==> src/rtl/spi_tx_framer_pkg.sv <==
// spi_framer_pkg: shared types and constants for the SPI transmit framer.
//   state_t       framer FSM states
//   HDR_BYTES     sync + seq + length bytes ahead of the payload
//   TRL_BYTES     checksum bytes after the payload
//   DEF_SYNC_BYTE default first byte of every frame
package spi_framer_pkg;
    typedef enum logic [2:0] {IDLE, ISSUE, WAIT_HI, WAIT_LO, DONE} state_t;
    localparam int HDR_BYTES = 3;
    localparam int TRL_BYTES = 1;
    localparam logic [7:0] DEF_SYNC_BYTE = 8'hA5;
endpackage

==> src/rtl/spi_tx_framer_if.sv <==
// spi_tx_framer_if: sample input stream plus transceiver byte handshake.
//   s_valid/s_ready/s_data  16-bit sample stream into the framer
//   tx_start/tx_data        byte request towards the transceiver
//   tx_busy                 transceiver busy flag
//   master = framer side, slave = source/transceiver side
interface spi_tx_framer_if;
    logic        s_valid;
    logic        s_ready;
    logic [15:0] s_data;
    logic        tx_start;
    logic [7:0]  tx_data;
    logic        tx_busy;
    modport master (input s_valid, s_data, tx_busy, output s_ready, tx_start, tx_data);
    modport slave (output s_valid, s_data, tx_busy, input s_ready, tx_start, tx_data);
endinterface

==> src/rtl/spi_tx_framer_fifo.sv <==
// sample_fifo: show-ahead 16-bit FIFO with registered occupancy.
//   clk/rst  clock, synchronous active-high reset
//   push     write wdata (caller guarantees !full)
//   pop      drop the head (caller guarantees not empty)
//   rdata    current head sample
//   level    occupancy, full when equal to DEPTH
module sample_fifo #(
    parameter int DEPTH = 16
) (
    input  logic                    clk,
    input  logic                    rst,
    input  logic                    push,
    input  logic                    pop,
    input  logic [15:0]             wdata,
    output logic [15:0]             rdata,
    output logic [$clog2(DEPTH):0]  level,
    output logic                    full
);
    localparam int AW = $clog2(DEPTH);
    localparam logic [AW:0] ONE = {{AW{1'b0}}, 1'b1};
    localparam logic [AW:0] FULL_CNT = DEPTH[AW:0];
    logic [15:0]   mem_q [DEPTH];
    logic [AW-1:0] wr_q, wr_d, rd_q, rd_d;
    logic [AW:0]   cnt_q, cnt_d;
    always_comb begin
        wr_d  = push ? wr_q + AW'(1) : wr_q;
        rd_d  = pop ? rd_q + AW'(1) : rd_q;
        cnt_d = push && !pop ? cnt_q + ONE : pop && !push ? cnt_q - ONE : cnt_q;
    end
    always_ff @(posedge clk) begin
        if (push) mem_q[wr_q] <= wdata;
    end
    always_ff @(posedge clk) begin
        if (rst) begin
            wr_q  <= '0;
            rd_q  <= '0;
            cnt_q <= '0;
        end else begin
            wr_q  <= wr_d;
            rd_q  <= rd_d;
            cnt_q <= cnt_d;
        end
    end
    assign rdata = mem_q[rd_q];
    assign level = cnt_q;
    assign full  = cnt_q == FULL_CNT;
endmodule

==> src/rtl/spi_tx_framer.sv <==
// spi_tx_framer: buffers samples and issues sync/seq/len/payload/chk frames to an SPI transceiver.
//   clk/rst       clock, synchronous active-high reset
//   enable        permits a new frame to start (sampled in IDLE only)
//   bus           sample stream in, tx_start/tx_data/tx_busy byte handshake out
//   frame_active  high from the first tx_start through frame_done
//   frame_done    one-cycle pulse after the checksum byte completes
//   seq_num       sequence number of the next or current frame
//   fifo_level    buffered sample count
module spi_tx_framer
    import spi_framer_pkg::*;
#(
    parameter int         FRAME_SAMPLES = 4,
    parameter int         FIFO_DEPTH    = 16,
    parameter logic [7:0] SYNC_BYTE     = DEF_SYNC_BYTE
) (
    input  logic                         clk,
    input  logic                         rst,
    input  logic                         enable,
    spi_tx_framer_if.master              bus,
    output logic                         frame_active,
    output logic                         frame_done,
    output logic [7:0]                   seq_num,
    output logic [$clog2(FIFO_DEPTH):0]  fifo_level
);
    localparam int FRAME_BYTES = HDR_BYTES + 2 * FRAME_SAMPLES + TRL_BYTES;
    localparam logic [8:0] LAST_IDX = 9'(FRAME_BYTES - 1);
    localparam logic [8:0] END_IDX = 9'(FRAME_BYTES);
    // High bytes sit at even offsets from the header, so their index parity is fixed.
    localparam logic HI_PAR = 1'(HDR_BYTES % 2);
    state_t      state_q, state_d;
    logic [8:0]  idx_q, idx_d;
    logic [7:0]  seq_q, seq_d, chk_q, chk_d, hold_q, hold_d, txd_q, txd_d, cur_byte;
    logic [15:0] head;
    logic        push, pop, full, issue, is_hi;
    logic [$clog2(FIFO_DEPTH):0] level;
    assign push = bus.s_valid && !full;
    sample_fifo #(.DEPTH(FIFO_DEPTH)) u_fifo (
        .clk   (clk),
        .rst   (rst),
        .push  (push),
        .pop   (pop),
        .wdata (bus.s_data),
        .rdata (head),
        .level (level),
        .full  (full)
    );
    always_comb begin
        issue    = state_q == ISSUE;
        is_hi    = idx_q >= 9'(HDR_BYTES) && idx_q != LAST_IDX && idx_q[0] == HI_PAR;
        cur_byte = idx_q == 9'd0 ? SYNC_BYTE :
                   idx_q == 9'd1 ? seq_q :
                   idx_q == 9'd2 ? 8'(FRAME_SAMPLES) :
                   idx_q == LAST_IDX ? chk_q :
                   is_hi ? head[15:8] : hold_q;
        pop      = issue && is_hi;
        state_d  = state_q;
        idx_d    = idx_q;
        seq_d    = seq_q;
        chk_d    = chk_q;
        hold_d   = hold_q;
        txd_d    = txd_q;
        case (state_q)
            IDLE: state_d = enable && int'(level) >= FRAME_SAMPLES && !bus.tx_busy ? ISSUE : IDLE;
            ISSUE: begin
                txd_d   = cur_byte;
                chk_d   = idx_q == 9'd0 || idx_q == LAST_IDX ? chk_q : chk_q ^ cur_byte;
                hold_d  = is_hi ? head[7:0] : hold_q;
                idx_d   = idx_q + 9'd1;
                state_d = WAIT_HI;
            end
            WAIT_HI: state_d = bus.tx_busy ? WAIT_LO : WAIT_HI;
            WAIT_LO: state_d = bus.tx_busy ? WAIT_LO : idx_q == END_IDX ? DONE : ISSUE;
            DONE: begin
                seq_d   = seq_q + 8'd1;
                chk_d   = '0;
                idx_d   = '0;
                state_d = IDLE;
            end
            default: state_d = IDLE;
        endcase
    end
    always_ff @(posedge clk) begin
        if (rst) begin
            state_q <= IDLE;
            idx_q   <= '0;
            seq_q   <= '0;
            chk_q   <= '0;
            hold_q  <= '0;
            txd_q   <= '0;
        end else begin
            state_q <= state_d;
            idx_q   <= idx_d;
            seq_q   <= seq_d;
            chk_q   <= chk_d;
            hold_q  <= hold_d;
            txd_q   <= txd_d;
        end
    end
    assign bus.tx_start = issue;
    assign bus.tx_data  = issue ? cur_byte : txd_q;
    assign bus.s_ready  = !full;
    assign frame_active = state_q != IDLE;
    assign frame_done   = state_q == DONE;
    assign seq_num      = seq_q;
    assign fifo_level   = level;
endmodule

==> src/flat_wrapper.sv <==
// flat-port wrapper written by rule: the top's interface ports become plain ports
module spi_tx_framer_flat import spi_framer_pkg::*;
#(
    parameter int         FRAME_SAMPLES = 4,
    parameter int         FIFO_DEPTH    = 16,
    parameter logic [7:0] SYNC_BYTE     = DEF_SYNC_BYTE
)
  (clk, rst, enable, frame_active, frame_done, seq_num, fifo_level, bus_s_valid, bus_s_data, bus_tx_busy, bus_s_ready, bus_tx_start, bus_tx_data);
  spi_tx_framer_if bus_i ();
  input  logic clk;
  input  logic rst;
  input  logic enable;
  output logic frame_active;
  output logic frame_done;
  output logic [7:0] seq_num;
  output logic [$clog2(FIFO_DEPTH):0] fifo_level;
  input wire logic [$bits(bus_i.s_valid)-1:0] bus_s_valid;
  input wire logic [$bits(bus_i.s_data)-1:0] bus_s_data;
  input wire logic [$bits(bus_i.tx_busy)-1:0] bus_tx_busy;
  output wire logic [$bits(bus_i.s_ready)-1:0] bus_s_ready;
  output wire logic [$bits(bus_i.tx_start)-1:0] bus_tx_start;
  output wire logic [$bits(bus_i.tx_data)-1:0] bus_tx_data;
  assign bus_i.s_valid = bus_s_valid;
  assign bus_i.s_data = bus_s_data;
  assign bus_i.tx_busy = bus_tx_busy;
  assign bus_s_ready = bus_i.s_ready;
  assign bus_tx_start = bus_i.tx_start;
  assign bus_tx_data = bus_i.tx_data;
  spi_tx_framer #(.FRAME_SAMPLES(FRAME_SAMPLES), .FIFO_DEPTH(FIFO_DEPTH), .SYNC_BYTE(SYNC_BYTE)) u_core (.clk(clk), .rst(rst), .enable(enable), .bus(bus_i), .frame_active(frame_active), .frame_done(frame_done), .seq_num(seq_num), .fifo_level(fifo_level));
endmodule
==> config.mk <==
export PLATFORM = sky130hd
export DESIGN_NAME = spi_tx_framer_flat
export DESIGN_NICKNAME = d
export VERILOG_FILES = /design/src/rtl/spi_tx_framer_pkg.sv /design/src/rtl/spi_tx_framer_if.sv /design/src/rtl/spi_tx_framer_fifo.sv /design/src/rtl/spi_tx_framer.sv /design/src/flat_wrapper.sv
export SDC_FILE = /design/constraint.sdc
export NUM_CORES = 1
export LEC_CHECK = 0
export CELL_PAD_IN_SITES_DETAIL_PLACEMENT = 0
export CELL_PAD_IN_SITES_GLOBAL_PLACEMENT = 2
export CORE_ASPECT_RATIO = 1.2
export CORE_MARGIN = 4
export CORE_UTILIZATION = 49
export CTS_CLUSTER_SIZE = 12
export DETAILED_ROUTE_END_ITERATION = 8
export PLACE_DENSITY = 0.95
export SLEW_MARGIN = 20
export SYNTH_ARGS = -nofsm -noshare
export SYNTH_HDL_FRONTEND = slang
export SYNTH_HIERARCHICAL = 1
export SYNTH_SLANG_ARGS = --single-unit
export TNS_END_PERCENT = 10
==> constraint.sdc <==
create_clock -name clk -period 8.66 [get_ports clk]
set_clock_uncertainty 0.05 [all_clocks]
set_input_delay 2.165 -clock clk [delete_from_list [all_inputs] [get_ports clk]]
set_output_delay 2.165 -clock clk [all_outputs]
set_load 0.01 [all_outputs]
Yosys cells after proc, flatten, opt, wreduce, memory -nomap -nowiden:

Memories as Yosys holds them, arrays and structs flattened. A register that Yosys moved wholly into a read port is not among the register bits.
Index checks and enable logic that the tools add are counted.

* bits in registers: 57
* memory bits (writable): 256
* input port bits: 21
* output and inout port bits: 25
* word-level logic and storage cells: 70
* memories: 1

* add/subtract/negate cells: 6
* $lt $le $gt $ge: 2
* equality and inequality tests: 11
* mux-type cells: 20
* bitwise logic cells: 1
* reduce and logical (&&, ||, !) cells: 20

Memory list
* u_core.u_fifo.mem_q: words 16, width 16, read ports 1, clocked after memory_dff 1, write ports 1, RTL line spi_tx_framer_fifo.sv:22 `logic [15:0] mem_q [DEPTH];`

Operators by type and width (number)
* $mux 8: 7
* $eq 9x4->1 const B: 2
* $pmux 9 s2: 1
* $pmux 8 s2: 1
* $pmux 3 s4: 1
* $mux 5: 2
* $add 9x1->9 const B: 1
* $eq 9x1->1 const B: 1
* $eq 9x2->1 const B: 1
* $ge 9x2->1 const B: 1
* $logic_not 9->1: 1
* $ne 9x4->1 const B: 1
* $add 4x1->4 const B: 2
* $add 8x1->8 const B: 1
* $logic_and 1x1->1: 8
* $mux 4: 2
* $xor 8x8->8: 1
* $eq 3x2->1 const B: 2
* $mux 3: 2
* $add 5x1->5 const B: 1
* $eq 5x5->1 const B: 1
* $ge 5x3->1 const B: 1
* $sub 5x1->5 const B: 1
* $logic_not 1->1: 4
* other kinds (9): 14

Depth between registers and ports, before layout:

Gate-level depths: netlist (run 1).

* word-level depth: 11
* depth in mapped cells: 14
* mapped depth without buffers: 12

By module:

Netlist (run 1), hierarchy kept.

Modules (own cells, without submodules)
* sample_fifo: times used 1, cells an instance 495, area each 10535.1 µm², sequential area each 8027.7 µm²
* spi_tx_framer: times used 1, cells an instance 295, area each 2433.6 µm², sequential area each 880.8 µm²

Least setup slack after synthesis (run 1):

Ideal clock, no wire load.

* kind: flip-flop to output port
* from: register with a tool-made name
* to: output port bus_tx_data[5]
* arrival: 2225 ps
* required time: 6445 ps
* path slack: 4220 ps
* stages on the path, launching flop included: 10
* buffers on the path: 2
* cells stage by stage: dfxtp_1 -> buf_6 -> buf_6 -> mux4_1 -> a22oi_1 -> nand2_1 -> and2_1 -> a221oi_1 -> o22ai_1 -> mux2_2

RTL lines
* end, declared: RTL line flat_wrapper.sv:22 `output wire logic [$bits(bus_i.tx_data)-1:0] bus_tx_data;`

==> flow_metrics.py, run 1 <==
metrics = {
    "clocking": {
        "post_cts_buffers": 0,
        "clock_sinks": 317,
        "ctsResizeCount": 0,
        "cts_root_cell": "sky130_fd_sc_hd__clkbuf_16",
        "h_tree_level_count": 2,
        "maximum_number_of_buffers_from_clock_root_to_sink": 3,
        "clk-insertion-delay-late_ns": 0.50,
        "number_of_buffers_added_by_the_clock_tree_synthesis_step": 34,
        "cts.hold.buffers_added": 0,
        "cts_tree": "done",
        "clk_pin_slew_worst_paths_ns": 0.06,
    },
    "logic_synthesis": {
        "syn-instance-count": 790,
        "yosys_warnings": 6,
        "async_flop_share_pct": 0,
        "synth.distinct_cells": 57,
        "postSynthAreaPerCell_um2": 16.4,
        "postSynthRegisterBits": 317,
        "syn_nets": 826,
        "count_of_flip_flops_with_a_built_in_enable_after_synthesis": 256,
        "summed_instance_area_of_the_synthesized_netlist_mm2": 0.0130,
        "ys.flop_type": "sky130_fd_sc_hd__edfxtp_1",
        "synth-seq-area-share_pct": 68.7,
    },
    "sta": {
        "final.setup.tns_ns": 0,
        "worst_pin_slew_ns": 1.18,
        "hold_viol_final": 0,
        "slew_headroom_pct": 21.4,
        "achievable-frequency_mhz": 156,
        "layout_worst_path_cycle_share_pct": 74.2,
        "finalCriticalPeriod_ns": 6.42,
        "finalSetupViolCount": 0,
        "slew_violations": 0,
        "timing.hold.ws_ns": 0.432,
        "rsz0062_at_grt": "no",
    },
    "routing": {
        "viasPerCell": 5.94,
        "first_pass_detailed_route_iteration_total": 5,
        "drt_iter0_drc": 530,
        "ant_nets": 0,
        "dr_total_vias": 7061,
        "wl_mm": 28.2,
        "route.detailed.wl_per_inst_um": 23.7,
        "detail_route.drc_violations": 0,
    },
    "power_and_ir_drop": {
        "power_density_mw_per_mm2": 224,
        "vdd_ir_drop_max_mv": 0.175,
        "p_leak_nw": 4.79,
    },
    "setup_path": {
        "worst_ep_required_time_ns": 6.45,
        "worst_r2r_endpoint": "u_core/u_fifo/level[4]",
        "critPathCapture": "bus_tx_data[7]",
        "timing.critical_path.cells": "buf_4 -> mux4_2 -> a22oi_1 -> nand2_1 -> and2_1 -> a221oi_1 -> o22ai_1 -> mux2_2 -> clkdlybuf4s50_1",
        "timing.reg2reg.worst_path_depth": 13,
        "setup.worst_path.class": "reg -> out",
        "critical_path.max_fanout": 39,
        "crit_path_end_kind": "primary output",
        "timing.critical_path.slowest_cell_delay_ns": 1.00,
        "crit_path_cell_count": 9,
        "cp_top_family": "flip-flops",
        "rr_startpoint": "u_core/idx_q[0]",
        "cpMaxStageDelayCell": "sky130_fd_sc_hd__dfxtp_2",
        "timing.critical_path.buf_inv": 2,
        "r2r_slack_ns": 4.86,
        "startpoint_type": "flip-flop",
        "worstPathArrival_ns": 4.21,
    },
    "run_status": {
        "outcome": "complete, no violations",
    },
    "global_routing": {
        "first_global_vias": 7039,
        "maximum_number_of_pins_on_one_net_before_global_route_repair": 58,
        "grtUsageTotal_pct": 19.5,
        "overflow": 0,
        "first_pass_grt_wire_length_mm": 42.7,
        "number_of_antenna_violations_at_the_first_check_in_global_routing": 0,
    },
    "floorplan": {
        "floorplan.initialDensity_pct": 50.3,
        "core_area_mm2": 0.0258,
        "die_w_um": 157,
        "fp-row-count": 64,
        "io_pins": 46,
        "die_y_um": 186,
        "die_area_mm2": 0.0291,
    },
    "cells_and_area": {
        "area_delta_synth_final_pct": 13.3,
        "num_antenna_cells": 0,
        "num-nets-final": 874,
        "post_route_cells_drive_above_1_share_pct": 15.1,
        "fillCellCount": 1967,
    },
    "place": {
        "gp_routability_congestion": 0.843,
        "port-buffer-count": 45,
        "place.detailed.hpwl_mm": 15.8,
    },
    "run": {
        "drv_cap": 0,
    },
    "worst_hold_path": {
        "min_path_type": "reg -> reg",
    },
}
layout make-up:
cell class	count	area [µm²]	share of cell area [%]
Sequential cell	317	8910	60.7
Multi-Input combinational cell	417	3790	25.8
Clock buffer	50	962	6.55
Timing Repair Buffer	54	520	3.54
Tap cell	330	413	2.81
Inverter	14	52.6	0.358
Clock inverter	7	38.8	0.264
state kept, by name (all words and copies together), names as in the netlist, named ones only:
register             cells
u_core/txd_q             8
u_core/state_q           3
u_core/u_fifo/rd_q       4
u_core/u_fifo/level      5
u_core/hold_q            8
u_core/u_fifo/wr_q       4
u_core/seq_num           8
u_core/idx_q             9
u_core/u_fifo/mem_q    256
u_core/chk_q             8
how the worst min path moves through the flow:
stage                     depth (start not counted)            start         endpoint  slack [ns]
after floorplan                                   2  u_core/chk_q[3]  u_core/chk_q[3]        0.39
after CTS                                         2  u_core/chk_q[3]  u_core/chk_q[3]        0.43
after detailed placement                          2  u_core/chk_q[3]  u_core/chk_q[3]        0.42
after global routing                              2  u_core/chk_q[3]  u_core/chk_q[3]        0.46
after global placement                            2  u_core/chk_q[3]  u_core/chk_q[3]        0.41
final                                             2  u_core/chk_q[3]  u_core/chk_q[3]        0.43
logic make-up (layout without fill, tap and decap cells):
kind of cell,Yosys count,count (layout),synth area share (%)
flops,317,317,68.7
simple gates,198,198,7.90
compound gates,101,101,5.55
mux,85,85,13.0
buf+inv,56,125,2.15
xor+xnor,18,18,1.22
fa+ha+maj,15,15,1.51
per-stage QoR:
step           total power, mW  setup WS (ns)  cell area (µm²)  utilization [%]  instances
2_1_floorplan             1.90           4.22            13000                -        790
3_3_place_gp              2.01           2.74            13700             53.0       1130
3_5_place_dp              2.02           2.75            13700             53.0       1130
4_1_cts                   3.33           2.20            14700             56.9       1187
5_1_grt                   3.42           1.92            14700             57.0       1189
6_report                  3.30           2.24            14700             57.0       1189
layer usage:
| layer | track usage (%) | part of all wire [%] |
|---|---|---|
| met2 | 33.4 | 51 |
| met1 | 25.9 | 39 |
| met3 | 3.19 | 6.9 |
| met4 | 6.56 | 2.6 |
| met5 | 0 | 0 |
cell usage after synthesis, types with 4 or more instances:
library cell	count	area [µm²]
sky130_fd_sc_hd__and3_1	5	31.3
sky130_fd_sc_hd__buf_2	5	25.0
sky130_fd_sc_hd__nor4b_1	4	35.0
sky130_fd_sc_hd__buf_6	5	56.3
sky130_fd_sc_hd__a21o_1	4	30.0
sky130_fd_sc_hd__nand4_1	5	31.3
sky130_fd_sc_hd__nor3_1	5	25.0
sky130_fd_sc_hd__nand3b_1	4	30.0
sky130_fd_sc_hd__nand3_1	14	70.1
sky130_fd_sc_hd__mux4_2	57	1280
sky130_fd_sc_hd__o21a_1	5	37.5
sky130_fd_sc_hd__nor4_1	7	43.8
sky130_fd_sc_hd__clkbuf_1	22	82.6
sky130_fd_sc_hd__nor2b_1	12	75.1
sky130_fd_sc_hd__inv_1	13	48.8
sky130_fd_sc_hd__dfxtp_1	61	1220
sky130_fd_sc_hd__buf_1	4	15.0
sky130_fd_sc_hd__xor2_1	10	87.6
sky130_fd_sc_hd__or3_1	7	43.8
sky130_fd_sc_hd__a21oi_1	20	100
sky130_fd_sc_hd__a211oi_1	9	67.6
sky130_fd_sc_hd__mux4_1	7	184
sky130_fd_sc_hd__ha_1	14	175
sky130_fd_sc_hd__xnor2_1	8	70.1
sky130_fd_sc_hd__and2_1	21	131
sky130_fd_sc_hd__o31ai_1	5	37.5
sky130_fd_sc_hd__mux2i_1	16	160
sky130_fd_sc_hd__a22oi_1	33	248
sky130_fd_sc_hd__edfxtp_1	256	7690
sky130_fd_sc_hd__mux2_2	5	56.3
sky130_fd_sc_hd__nor2_1	59	221
sky130_fd_sc_hd__buf_4	4	30.0
sky130_fd_sc_hd__nand2_1	41	154
sky130_fd_sc_hd__o21ai_0	7	35.0
layout by cell type, fill, tap and decap left out, types with 19 or more instances in the layout:
master / netlist / layout
sky130_fd_sc_hd__edfxtp_1: 256 / 256
sky130_fd_sc_hd__nor2_1: 59 / 59
sky130_fd_sc_hd__dfxtp_1: 61 / 59
sky130_fd_sc_hd__mux4_2: 57 / 57
sky130_fd_sc_hd__clkdlybuf4s50_1: 0 / 44
sky130_fd_sc_hd__nand2_1: 41 / 41
sky130_fd_sc_hd__clkbuf_16: 0 / 35
sky130_fd_sc_hd__a22oi_1: 33 / 33
sky130_fd_sc_hd__a21oi_1: 20 / 20
sky130_fd_sc_hd__and2_1: 21 / 19
tightest hold or removal path, stage by stage, from the launching register on:
cell and delay [ns]:
sky130_fd_sc_hd__dfxtp_1 0.32, sky130_fd_sc_hd__nand2_1 0.06, sky130_fd_sc_hd__mux2i_1 0.06
power by group:
part	total, mW	switching (mW)	internal (mW)
combinational	0.260	0.147	0.114
clock	1.31	0.545	0.768
sequential	1.72	0.0269	1.70
No activity file was read; power rests on OpenSTA's default activity.
==> inputs of run 2 (changes only) <==
CORE_UTILIZATION = 46   (was 49)
PLACE_DENSITY = 0.9   (was 0.95)
clock period = 6.4 ns   (was 8.66 ns; I/O delays follow)
==> run 2 against run 1 <==
Net effect: first-iteration DRC count is the same; sequential share of layout area down 0.76 points; die area is 6.2% higher; flip-flop and latch count is the same; highest routed layer is now met5; via count is 0.11% lower; global-route usage decreased by 1.4 points; non-clock buffer count unchanged; clock power increased by 50%; largest cell class unchanged; final area grew 1.3%; cell count increased by 4.1%; combinational power increased by 37%.
==> flow_metrics.py, run 2 (synthesis gave the netlist of run 1 again) <==
metrics = {
    "cells_and_area": {
        "finalNonFillerCells": 1238,
        "area_delta_synth_final_pct": 14.7,
        "largest_register": "u_core/u_fifo/mem_q",
        "mostFrequentLayoutCells": "sky130_fd_sc_hd__edfxtp_1 (256), sky130_fd_sc_hd__nor2_1 (59), sky130_fd_sc_hd__dfxtp_1 (59)",
        "layout_commonest_cell": "sky130_fd_sc_hd__edfxtp_1",
        "reg_top3": "u_core/u_fifo/mem_q x256, u_core/idx_q x9",
        "fillCellCount": 2221,
        "largest_register_ff_count": 256,
        "num_antenna_cells": 0,
        "num-nets-final": 875,
        "post_route_cells_drive_above_1_share_pct": 16.2,
    },
    "power_and_ir_drop": {
        "power.combinational.fraction_pct": 7.7,
        "power.sequential.fraction_pct": 50.2,
        "p_total_mw": 4.64,
        "power_density_mw_per_mm2": 312,
        "p_leak_nw": 4.84,
        "share_clk_of_total_power_pct": 42.2,
        "switchingPower_mw": 1.00,
        "vdd_ir_drop_max_mv": 0.224,
        "switch_share_pct": 21.6,
        "internal_power_mw": 3.64,
    },
    "sta": {
        "finalCriticalPeriod_ns": 5.47,
        "achievable-frequency_mhz": 183,
        "hold_viol_final": 0,
        "layout_worst_path_cycle_share_pct": 85.5,
        "slew_headroom_pct": 22.1,
        "worst_pin_slew_ns": 1.17,
        "slew_violations": 0,
        "worst_slack_ns": 0.928,
        "final.setup.tns_ns": 0,
        "timing.hold.ws_ns": 0.435,
        "rsz0062_at_grt": "no",
        "finalSetupViolCount": 0,
    },
    "floorplan": {
        "core_area_mm2": 0.0278,
        "die_y_um": 192,
        "die_area_mm2": 0.0310,
        "floorplan.initialDensity_pct": 46.6,
        "io_pins": 46,
        "fp-row-count": 67,
        "die_w_um": 161,
    },
    "setup_path": {
        "cp_top_family": "buffers and inverters",
        "critical_path.max_fanout": 35,
        "worst_ep_required_time_ns": 4.75,
        "timing.reg2reg.worst_path_depth": 13,
        "startpoint_type": "flip-flop",
        "timing.critical_path.buf_inv": 2,
        "timing.critical_path.slowest_cell_delay_ns": 0.73,
        "setup.worst_path.class": "reg -> out",
        "crit_path_cell_count": 9,
        "cpMaxStageDelayCell": "sky130_fd_sc_hd__dfxtp_4",
        "timing.critical_path.cells": "buf_4 -> mux4_2 -> a22oi_1 -> nand2_1 -> nand3_1 -> a32oi_1 -> nor2_1 -> a21oi_1 -> clkdlybuf4s50_1",
        "crit_path_end_kind": "primary output",
        "worstPathArrival_ns": 3.82,
        "rr_startpoint": "u_core/idx_q[0]",
    },
    "routing": {
        "dr_total_vias": 7053,
        "ant_nets": 0,
        "drt_iter0_drc": 530,
        "route.detailed.wl_per_inst_um": 22.5,
        "detail_route.drc_violations": 0,
        "wl_mm": 27.9,
        "viasPerCell": 5.70,
        "first_pass_detailed_route_iteration_total": 4,
    },
    "clocking": {
        "cts.hold.buffers_added": 0,
        "ctsResizeCount": 0,
        "cts_root_cell": "sky130_fd_sc_hd__clkbuf_16",
        "number_of_buffers_added_by_the_clock_tree_synthesis_step": 35,
        "h_tree_level_count": 2,
        "clk-insertion-delay-late_ns": 0.51,
        "cts_tree": "done",
        "maximum_number_of_buffers_from_clock_root_to_sink": 3,
        "clk_pin_slew_worst_paths_ns": 0.06,
        "clock_sinks": 317,
        "post_cts_buffers": 0,
    },
    "global_routing": {
        "first_global_vias": 7016,
        "first_pass_grt_wire_length_mm": 42.2,
        "number_of_antenna_violations_at_the_first_check_in_global_routing": 2,
        "overflow": 0,
        "maximum_number_of_pins_on_one_net_before_global_route_repair": 37,
        "grtUsageTotal_pct": 18.1,
    },
    "worst_hold_path": {
        "hold-path-cell-count": 2,
        "min_path_type": "reg -> reg",
        "hp-start": "u_core/chk_q[3]",
    },
    "run_status": {
        "outcome": "complete, no violations",
    },
    "place": {
        "port-buffer-count": 45,
        "dp_worst_setup_slack_ns": 1.37,
        "gp_routability_congestion": 0.825,
        "place.detailed.hpwl_mm": 16.4,
        "place_inst": 1179,
    },
    "run": {
        "drv_cap": 0,
    },
}
==> run 2: cell count changes in the layout (fill, tap and decap cells not counted), sizes merged <==
cell | previous run | this run
clkinvlp | 0 | 2
clkinv | 6 | 7
inv | 15 | 14
clkbuf | 50 | 44
bufinv | 0 | 4
==> run 2: final timing paths <==
path | end | slack (ns)
setup / recovery | bus_tx_data[4] | 0.93
hold / removal | u_core/chk_q[3] | 0.43
setup reg to reg | u_core/u_fifo/level[4] | 2.60
hold reg to reg | u_core/chk_q[3] | 0.43
==> run 2: worst reg2reg max path, delay by kind of cell (launching register included) <==
kind	cells	cell delay [ns]
simple gates	2	0.56
compound gates	4	0.65
flops	1	0.62
mux	1	0.35
buf+inv	3	0.50
fa+ha+maj	3	0.96
==> run 2: routing by layer <==
metal,up-vias,routed length (µm),GRT usage (%)
li1,3205,-,-
met1,3592,11100,22.7
met2,208,14500,32.4
met3,44,1600,3.24
met4,4,592,5.12
met5,-,40,0
==> run 2: area by class of cell <==
class                   instances  area [µm²]  area share, %
multi-input cells             417        3800           25.5
clock buffers                  44         931           6.26
inverters                      14        52.6          0.353
clock inverters                13         180           1.21
repair buffers                 54         528           3.55
flip-flops and latches        317        8910           59.9
well taps                     379         474           3.19
==> run 2: per-stage QoR <==
step,utilization [%],cell area [µm²]
after floorplan,-,13000
after global placement,49.3,13700
after detailed placement,49.3,13700
after CTS,53.3,14800
after global routing,53.4,14900
final,53.4,14900
==> run 2: power by group through the flow <==
stage	Clock [mW]	Sequential (mW)	Combinational, mW
floorplan	0	2.37	0.203
global placement	0	2.37	0.351
detailed placement	0	2.37	0.357
CTS	2.00	2.33	0.358
global route	2.09	2.33	0.389
finish	1.96	2.33	0.355
